$ cat config.mk
export PLATFORM = sky130hd
export DESIGN_NAME = bjk_rom_loader_flat
export DESIGN_NICKNAME = d
export VERILOG_FILES = /design/src/rtl/bjk_rom_pkg.sv /design/src/rtl/bjk_rom_loader_if.sv /design/src/rtl/bjk_region_decode.sv /design/src/rtl/bjk_rom_loader.sv /design/src/flat_wrapper.sv
export SDC_FILE = /design/constraint.sdc
export NUM_CORES = 1
export LEC_CHECK = 0
export ABC_AREA = 0
export BUFFER_PORTS_ARGS = -buffer_cell sky130_fd_sc_hd__buf_4
export CORE_UTILIZATION = 56
export CTS_CLUSTER_DIAMETER = 200
export CTS_CLUSTER_SIZE = 40
export DETAILED_ROUTE_END_ITERATION = 12
export PLACE_DENSITY = 0.82
export SLEW_MARGIN = 20
export SYNTH_ARGS = -nofsm -noshare
export SYNTH_HDL_FRONTEND = slang
export SYNTH_SLANG_ARGS = --single-unit
$ cat constraint.sdc
create_clock -name clk_sys -period 4.8 [get_ports clk_sys]
set_input_delay 0.96 -clock clk_sys [delete_from_list [all_inputs] [get_ports clk_sys]]
set_output_delay 0.96 -clock clk_sys [all_outputs]
set_load 0.03 [all_outputs]
$ cat src/rtl/bjk_rom_pkg.sv
// Shared constants and types for the Bomb Jack ROM download path.
package bjk_rom_pkg;

  localparam int unsigned CNT_W  = 17;
  localparam int unsigned NREG   = 6;
  localparam int unsigned ADDR_W = 25;

  // Exact byte count of a valid image.
  localparam logic [CNT_W-1:0] ROM_SIZE = 17'h1C000;

  // Region order defines the bit position in the one-hot region vector.
  typedef enum logic [2:0] {
    RegCpu,
    RegSnd,
    RegChr,
    RegBgt,
    RegSpr,
    RegMap
  } region_e;

  // Ascending region bases; the last region runs up to ROM_SIZE.
  localparam logic [CNT_W-1:0] REGION_BASE [NREG] = '{
    17'h00000, 17'h0A000, 17'h0C000, 17'h0F000, 17'h15000, 17'h1B000
  };

  typedef enum logic [2:0] {
    StIdle,
    StLoad,
    StCheck,
    StDone,
    StError
  } load_state_t;

  // Saturating increment: the byte counter must never wrap.
  function automatic logic [CNT_W-1:0] sat_inc(input logic [CNT_W-1:0] v);
    return (v == '1) ? v : v + CNT_W'(1);
  endfunction

endpackage

$ cat src/rtl/bjk_rom_loader_if.sv
// ioctl download stream in, decoded region write stream out.
interface bjk_rom_loader_if;
  import bjk_rom_pkg::*;

  logic              ioctl_download;
  logic [7:0]        ioctl_index;
  logic              ioctl_wr;
  logic [ADDR_W-1:0] ioctl_addr;
  logic [7:0]        ioctl_dout;

  logic [CNT_W-1:0]  dn_addr;
  logic [7:0]        dn_data;
  logic              dn_wr;
  logic [NREG-1:0]   dn_region;

  modport master (
    output ioctl_download, ioctl_index, ioctl_wr, ioctl_addr, ioctl_dout,
    input  dn_addr, dn_data, dn_wr, dn_region
  );

  modport slave (
    input  ioctl_download, ioctl_index, ioctl_wr, ioctl_addr, ioctl_dout,
    output dn_addr, dn_data, dn_wr, dn_region
  );

endinterface

$ cat src/rtl/bjk_region_decode.sv
// Combinational linear address -> region one-hot plus region-local offset.
module bjk_region_decode
  import bjk_rom_pkg::*;
(
  input  logic [ADDR_W-1:0] addr,
  output logic [NREG-1:0]   region,
  output logic [CNT_W-1:0]  offset
);

  region_e idx;

  // Highest base not above addr wins; bases are ascending.
  always_comb begin
    idx = RegCpu;
    for (int unsigned i = 0; i < NREG; i++) begin
      if (addr >= ADDR_W'(REGION_BASE[i])) begin
        idx = region_e'(i[2:0]);
      end
    end
    region = NREG'(1) << idx;
    offset = addr[CNT_W-1:0] - REGION_BASE[idx];
  end

endmodule

$ cat src/rtl/bjk_rom_loader.sv
// Filters index-0 ioctl downloads, registers decoded writes, counts bytes and
// holds the core in reset until a complete, correctly sized image is loaded.
module bjk_rom_loader
  import bjk_rom_pkg::*;
#(
  parameter logic [CNT_W-1:0] RomSize = ROM_SIZE
) (
  input  logic             clk_sys,
  input  logic             reset,
  bjk_rom_loader_if.slave  bus,
  output logic             rom_ready,
  output logic             load_error,
  output logic             core_reset,
  output logic [15:0]      checksum
);

  load_state_t state_q, state_d;

  logic             download_q;
  logic [CNT_W-1:0] count_q;
  logic [15:0]      checksum_q;
  logic             overflow_q;

  logic             dn_wr_q;
  logic [CNT_W-1:0] dn_addr_q;
  logic [7:0]       dn_data_q;
  logic [NREG-1:0]  dn_region_q;

  logic [NREG-1:0]  dec_region;
  logic [CNT_W-1:0] dec_offset;

  logic dl_rise, dl_fall, start, in_range, accept, drop;

  bjk_region_decode u_decode (
    .addr   (bus.ioctl_addr),
    .region (dec_region),
    .offset (dec_offset)
  );

  assign dl_rise  = bus.ioctl_download & ~download_q;
  assign dl_fall  = ~bus.ioctl_download & download_q;
  assign in_range = bus.ioctl_addr < ADDR_W'(RomSize);
  assign start    = dl_rise & (bus.ioctl_index == 8'd0) &
                    (state_q inside {StIdle, StDone, StError});
  // LOAD still holds in the cycle download falls, so a last byte there counts.
  assign accept   = (state_q == StLoad) & bus.ioctl_wr & in_range;
  assign drop     = (state_q == StLoad) & bus.ioctl_wr & ~in_range;

  // State register.
  always_ff @(posedge clk_sys) begin
    if (reset) begin
      state_q <= StIdle;
    end else begin
      state_q <= state_d;
    end
  end

  // Next-state logic.
  always_comb begin
    state_d = state_q;
    case (state_q)
      StIdle, StDone, StError: if (start) state_d = StLoad;
      StLoad:                  if (dl_fall) state_d = StCheck;
      StCheck: state_d = (count_q == RomSize && !overflow_q) ? StDone : StError;
      default:                 state_d = StIdle;
    endcase
  end

  // Status outputs decoded from state.
  always_comb begin
    rom_ready  = (state_q == StDone);
    load_error = (state_q == StError);
    core_reset = (state_q != StDone);
  end

  // Edge detector, byte counter, checksum, overflow flag and write register.
  always_ff @(posedge clk_sys) begin
    if (reset) begin
      // Track download during reset so a window still open is not seen as new.
      download_q  <= bus.ioctl_download;
      count_q     <= '0;
      checksum_q  <= '0;
      overflow_q  <= 1'b0;
      dn_wr_q     <= 1'b0;
      dn_addr_q   <= '0;
      dn_data_q   <= '0;
      dn_region_q <= '0;
    end else begin
      download_q <= bus.ioctl_download;
      if (start) begin
        count_q    <= '0;
        checksum_q <= '0;
        overflow_q <= 1'b0;
      end else if (accept) begin
        count_q    <= sat_inc(count_q);
        checksum_q <= checksum_q + {8'd0, bus.ioctl_dout};
      end else if (drop) begin
        overflow_q <= 1'b1;
      end
      dn_wr_q     <= accept;
      dn_region_q <= accept ? dec_region : '0;
      if (accept) begin
        dn_addr_q <= dec_offset;
        dn_data_q <= bus.ioctl_dout;
      end
    end
  end

  assign bus.dn_wr     = dn_wr_q;
  assign bus.dn_addr   = dn_addr_q;
  assign bus.dn_data   = dn_data_q;
  assign bus.dn_region = dn_region_q;
  assign checksum      = checksum_q;

endmodule

$ cat src/flat_wrapper.sv
// flat-port wrapper written by rule: the top's interface ports become plain ports
module bjk_rom_loader_flat import bjk_rom_pkg::*;
#(
  parameter logic [CNT_W-1:0] RomSize = ROM_SIZE
)
  (clk_sys, reset, rom_ready, load_error, core_reset, checksum, bus_ioctl_download, bus_ioctl_index, bus_ioctl_wr, bus_ioctl_addr, bus_ioctl_dout, bus_dn_addr, bus_dn_data, bus_dn_wr, bus_dn_region);
  bjk_rom_loader_if bus_i ();
  input  logic clk_sys;
  input  logic reset;
  output logic rom_ready;
  output logic load_error;
  output logic core_reset;
  output logic [15:0] checksum;
  input wire logic [$bits(bus_i.ioctl_download)-1:0] bus_ioctl_download;
  input wire logic [$bits(bus_i.ioctl_index)-1:0] bus_ioctl_index;
  input wire logic [$bits(bus_i.ioctl_wr)-1:0] bus_ioctl_wr;
  input wire logic [$bits(bus_i.ioctl_addr)-1:0] bus_ioctl_addr;
  input wire logic [$bits(bus_i.ioctl_dout)-1:0] bus_ioctl_dout;
  output wire logic [$bits(bus_i.dn_addr)-1:0] bus_dn_addr;
  output wire logic [$bits(bus_i.dn_data)-1:0] bus_dn_data;
  output wire logic [$bits(bus_i.dn_wr)-1:0] bus_dn_wr;
  output wire logic [$bits(bus_i.dn_region)-1:0] bus_dn_region;
  assign bus_i.ioctl_download = bus_ioctl_download;
  assign bus_i.ioctl_index = bus_ioctl_index;
  assign bus_i.ioctl_wr = bus_ioctl_wr;
  assign bus_i.ioctl_addr = bus_ioctl_addr;
  assign bus_i.ioctl_dout = bus_ioctl_dout;
  assign bus_dn_addr = bus_i.dn_addr;
  assign bus_dn_data = bus_i.dn_data;
  assign bus_dn_wr = bus_i.dn_wr;
  assign bus_dn_region = bus_i.dn_region;
  bjk_rom_loader #(.RomSize(RomSize)) u_core (.clk_sys(clk_sys), .reset(reset), .bus(bus_i), .rom_ready(rom_ready), .load_error(load_error), .core_reset(core_reset), .checksum(checksum));
endmodule
==> results.tsv <==
stage	metric	value	unit
logic_synthesis	synth-adder-area-share	6.64	%
setup_path	r2r_start	u_core.count_q[7]$_SDFFE_PP0P_	
logic_synthesis	synth_mux_area_share	0.292	%
logic_synthesis	syn_area_per_cell	8.05	sq um
timing	tns	0	ps
floorplan	die_h	80.3	um
drt	num_vias	3295	
power	p_sw	0.265	mW
grt	grt_pass1_wl	13.5	mm
clocking	cts_sinks	70	
grt	overflow	0	
timing	hold_viol	0	
clocking	cts_setup_buffers	0	
timing	setup-violations-final	0	
power	power_density	262	nW/um^2
setup_path	crit_path_end_kind	register	
power	power_frac_comb	6.4	%
clocking	cts_buffers	9	
timing	clock_skew	9.14	ps
timing	max-slew-margin-rel	69.6	%
grt	grt_start_max_net_pins	39	
final_layout	nFillCells	448	
timing	fin_crit_sh	58.0	%
setup_path	arrival	3070	ps
floorplan	io_pins	96	
logic_synthesis	synthSimpleGateAreaFrac	26.7	%
setup_path	path_max_fanout	5	
setup_path	crit_type	input port to register	
setup_path	worstSetupStartpointType	input port	
setup_path	reg2reg_slack	2320	ps
clocking	htree_levels	3	
floorplan	std_cell_rows	28	
grt	antenna_found_initial	0	
logic_synthesis	yosysSeqAreaShare	40.9	%
logic_synthesis	synthXorXnorAreaFrac	4.09	%
timing	fmax	359	MHz
drt	ant_nets	0	
worst_hold_path	hp-class	register to register	
grt	grt_util_met1	33.0	%
drt	wire_per_inst	13.9	um
grt	gr-max-usage-layer	met2	
placement	pre_cts_ws	1720	ps
final_layout	nNetsFinal	576	
clocking	cts_tree	built	
timing	rsz0062_at_grt	false	
timing	worstMarginPinSlew	454	ps
floorplan	die_area	6440	sq um
power	p_seq_share	50.5	%
clocking	clockRootBuffer	clkbuf_8	
grt	grt_usage	27.0	%
logic_synthesis	synth_cell_type_count	45	
clocking	clock_latency	350	ps
grt	global_route.usage.met3	6.93	%
drt	drt_iter0_drc	148	
placement	dp_hpwl	5.81	mm
grt	met2_usage	44.4	%
setup_path	r2r_cells	8	
placement	gp_congestion	0.848	
drt	drc	0	
timing	worst_slack	2020	ps
floorplan	die_x	80.3	um
final_layout	n_antenna_cell	0	
power	clockPowerShare	43.1	%
drt	first_pass_iters	5	
final_layout	syn2layout_area_growth	27.8	%
clocking	ctsHoldBuffers	0	
setup_path	startpoint	bus_ioctl_addr[23]	
logic_synthesis	synth-compound-area-share	17.1	%
power	sw_frac_of_total	23.0	%
flow_run	max_cap_viol_count	0	
drt	wirelength	8.23	mm
floorplan	start_util	57.9	%
run_status	status	finished clean	
placement	io_buffers	95	
power	irDropWorstVdd	0.186	mV
final_layout	drive_above_1_share	22.4	%
clocking	path_clk_slew	80	ps
logic_synthesis	synth_top_family_by_area	simple AND/OR/NAND/NOR gates	
power	p_int	0.886	mW
logic_synthesis	syn_nets	488	
logic_synthesis	ys_ff_latch	70	
logic_synthesis	synthesis.area	3430	sq um
logic_synthesis	syn_inst	426	
floorplan	design.core.area	5920	sq um
setup_path	r2r-end	u_core.count_q[15]$_SDFFE_PP0P_	
setup_path	crit_required	5080	ps
power	leakage	1.82	nW
setup_path	crit_end	u_core.bus.dn_addr[16]$_SDFFE_PP0P_	
timing	post-route-min-period	2780	ps
clocking	ctsLongestPathBuffers	2	
logic_synthesis	ys_warn_count	0	
timing	drv_slew	0	
clocking	cts.repair.resized	0	
drt	viasPerCell	5.55	
grt	grt_pass1_vias	3056	
[area by class of cell]
class                      instances  area (sq um)  area share [%]
multi-input combinational        318          1880            42.9
clock buffer                      11           151            3.45
tap                               75          93.8            2.14
inverter                          17          63.8            1.46
clock inverter                     5          56.3            1.28
timing repair buffer              98           736            16.8
sequential                        70          1400            32.0
[flip-flops by register name, summed over array words and instances, names as in the netlist]
| register | cells |
|---|---|
| u_core.bus.dn_addr | 17 |
| u_core.bus.dn_data | 8 |
| u_core.bus.dn_region | 6 |
| u_core.bus.dn_wr | 1 |
| u_core.checksum | 16 |
| u_core.count_q | 17 |
| u_core.download_q | 1 |
| u_core.overflow_q | 1 |
| u_core.state_q | 3 |
[cells by family (layout without fill, tap and decap cells)]
| logic type | after synthesis | in the layout |
|---|---|---|
| DFF | 70 | 70 |
| and+or+nand+nor | 181 | 181 |
| muxes | 1 | 1 |
| adders and majority gates | 17 | 17 |
| xor gates and xnor gates | 16 | 16 |
| AOI/OAI and AO/OA | 103 | 103 |
| buffers and inverters | 38 | 131 |
[worst min-delay path by stage]
stage                                                    from                                  end  slack, ps  depth (start not counted)
after floorplan                u_core.overflow_q$_SDFFE_PP0P_       u_core.overflow_q$_SDFFE_PP0P_        430                          2
after global placement    u_core.bus.dn_addr[10]$_SDFFE_PP0P_  u_core.bus.dn_addr[10]$_SDFFE_PP0P_        440                          2
after detailed placement   u_core.bus.dn_addr[6]$_SDFFE_PP0P_   u_core.bus.dn_addr[6]$_SDFFE_PP0P_        450                          2
after CTS                  u_core.bus.dn_addr[6]$_SDFFE_PP0P_   u_core.bus.dn_addr[6]$_SDFFE_PP0P_        460                          2
after global routing       u_core.bus.dn_addr[9]$_SDFFE_PP0P_   u_core.bus.dn_addr[9]$_SDFFE_PP0P_        480                          2
final                     u_core.bus.dn_addr[11]$_SDFFE_PP0P_  u_core.bus.dn_addr[11]$_SDFFE_PP0P_        460                          2
[critical path: stages]
cell and delay [ps]:
buf_4 120, nor4_4 320, and2_1 280, o211ai_1 180
a21oi_1 200, ha_1 290, a21oi_1 140, nand2_1 80
or4_1 400, nand3_1 90
[routing by layer]
layer / up-vias / wire [um]
met4: 0 / 172
met3: 18 / 526
met2: 96 / 3910
met1: 1511 / 3630
li1: 1670 / -
met5: - / 0
[layout by cell type (no fill, tap or decap), drive strengths merged, types with 4 or more instances in the layout]
| cell | netlist | layout |
|---|---|---|
| buf | 3 | 98 |
| nand2 | 71 | 71 |
| dfxtp | 70 | 70 |
| a21oi | 52 | 52 |
| nor2 | 33 | 33 |
| o21ai | 25 | 25 |
| inv | 17 | 18 |
| ha | 15 | 15 |
| nand3 | 13 | 13 |
| or3 | 12 | 12 |
| clkbuf | 18 | 11 |
| nand4 | 9 | 9 |
| xor2 | 9 | 9 |
| xnor2 | 7 | 7 |
| nor3 | 6 | 6 |
| a21o | 6 | 6 |
| or4 | 6 | 6 |
| a211oi | 6 | 6 |
| nor4 | 6 | 6 |
| and3 | 5 | 5 |
| o211ai | 4 | 4 |
| nor2b | 4 | 4 |
| nor4b | 4 | 4 |
[cells in the mapped netlist (all sizes together)]
cell type	instances	area share, %
nor2b	4	0.73
xor2	9	2.3
or4	6	1.3
o31a	1	0.26
nor2	33	3.6
inv	17	1.9
a311o	1	0.29
nor3b	2	0.44
clkbuf	18	2.0
o21a	1	0.22
nand3b	2	0.44
and4	1	0.26
a41o	1	0.29
dfxtp	70	41
a21boi	1	0.22
ha	15	5.5
o31ai	1	0.22
and3	5	0.91
mux2i	1	0.29
and4bb	1	0.36
nor4	6	2.0
o21bai	2	0.44
or3	12	2.2
nor4b	4	1.0
o21ai	25	3.6
nand2	71	7.8
o211ai	4	0.88
nor3	6	0.88
and2	3	0.55
or3b	1	0.26
a22oi	1	0.22
nand3	13	1.9
fa	2	1.2
buf	3	0.47
nand2b	1	0.18
nand4	9	1.6
a211oi	6	1.3
xnor2	7	1.8
a21o	6	1.3
a21oi	52	7.6
nand4b	1	0.26
a22o	1	0.26
[power by group through the flow]
stage,registers [mW],logic (mW),clock network (mW)
6_report,0.581,0.0738,0.496
5_1_grt,0.581,0.0803,0.532
2_1_floorplan,0.594,0.0329,0
3_3_place_gp,0.595,0.0709,0
4_1_cts,0.581,0.0733,0.503
3_5_place_dp,0.595,0.0724,0
[per-stage QoR]
step | utilization, % | instances | instance area, sq um | hold WS [ps] | power (mW)
floorplan | - | 426 | 3430 | 428 | 0.627
CTS | 74.0 | 594 | 4380 | 460 | 1.16
finish | 74.0 | 594 | 4380 | 459 | 1.15
detailed placement | 70.5 | 578 | 4180 | 450 | 0.667
global route | 74.0 | 594 | 4380 | 483 | 1.19
global placement | 70.5 | 578 | 4180 | 442 | 0.665
Power figures use the tool's default switching activity.
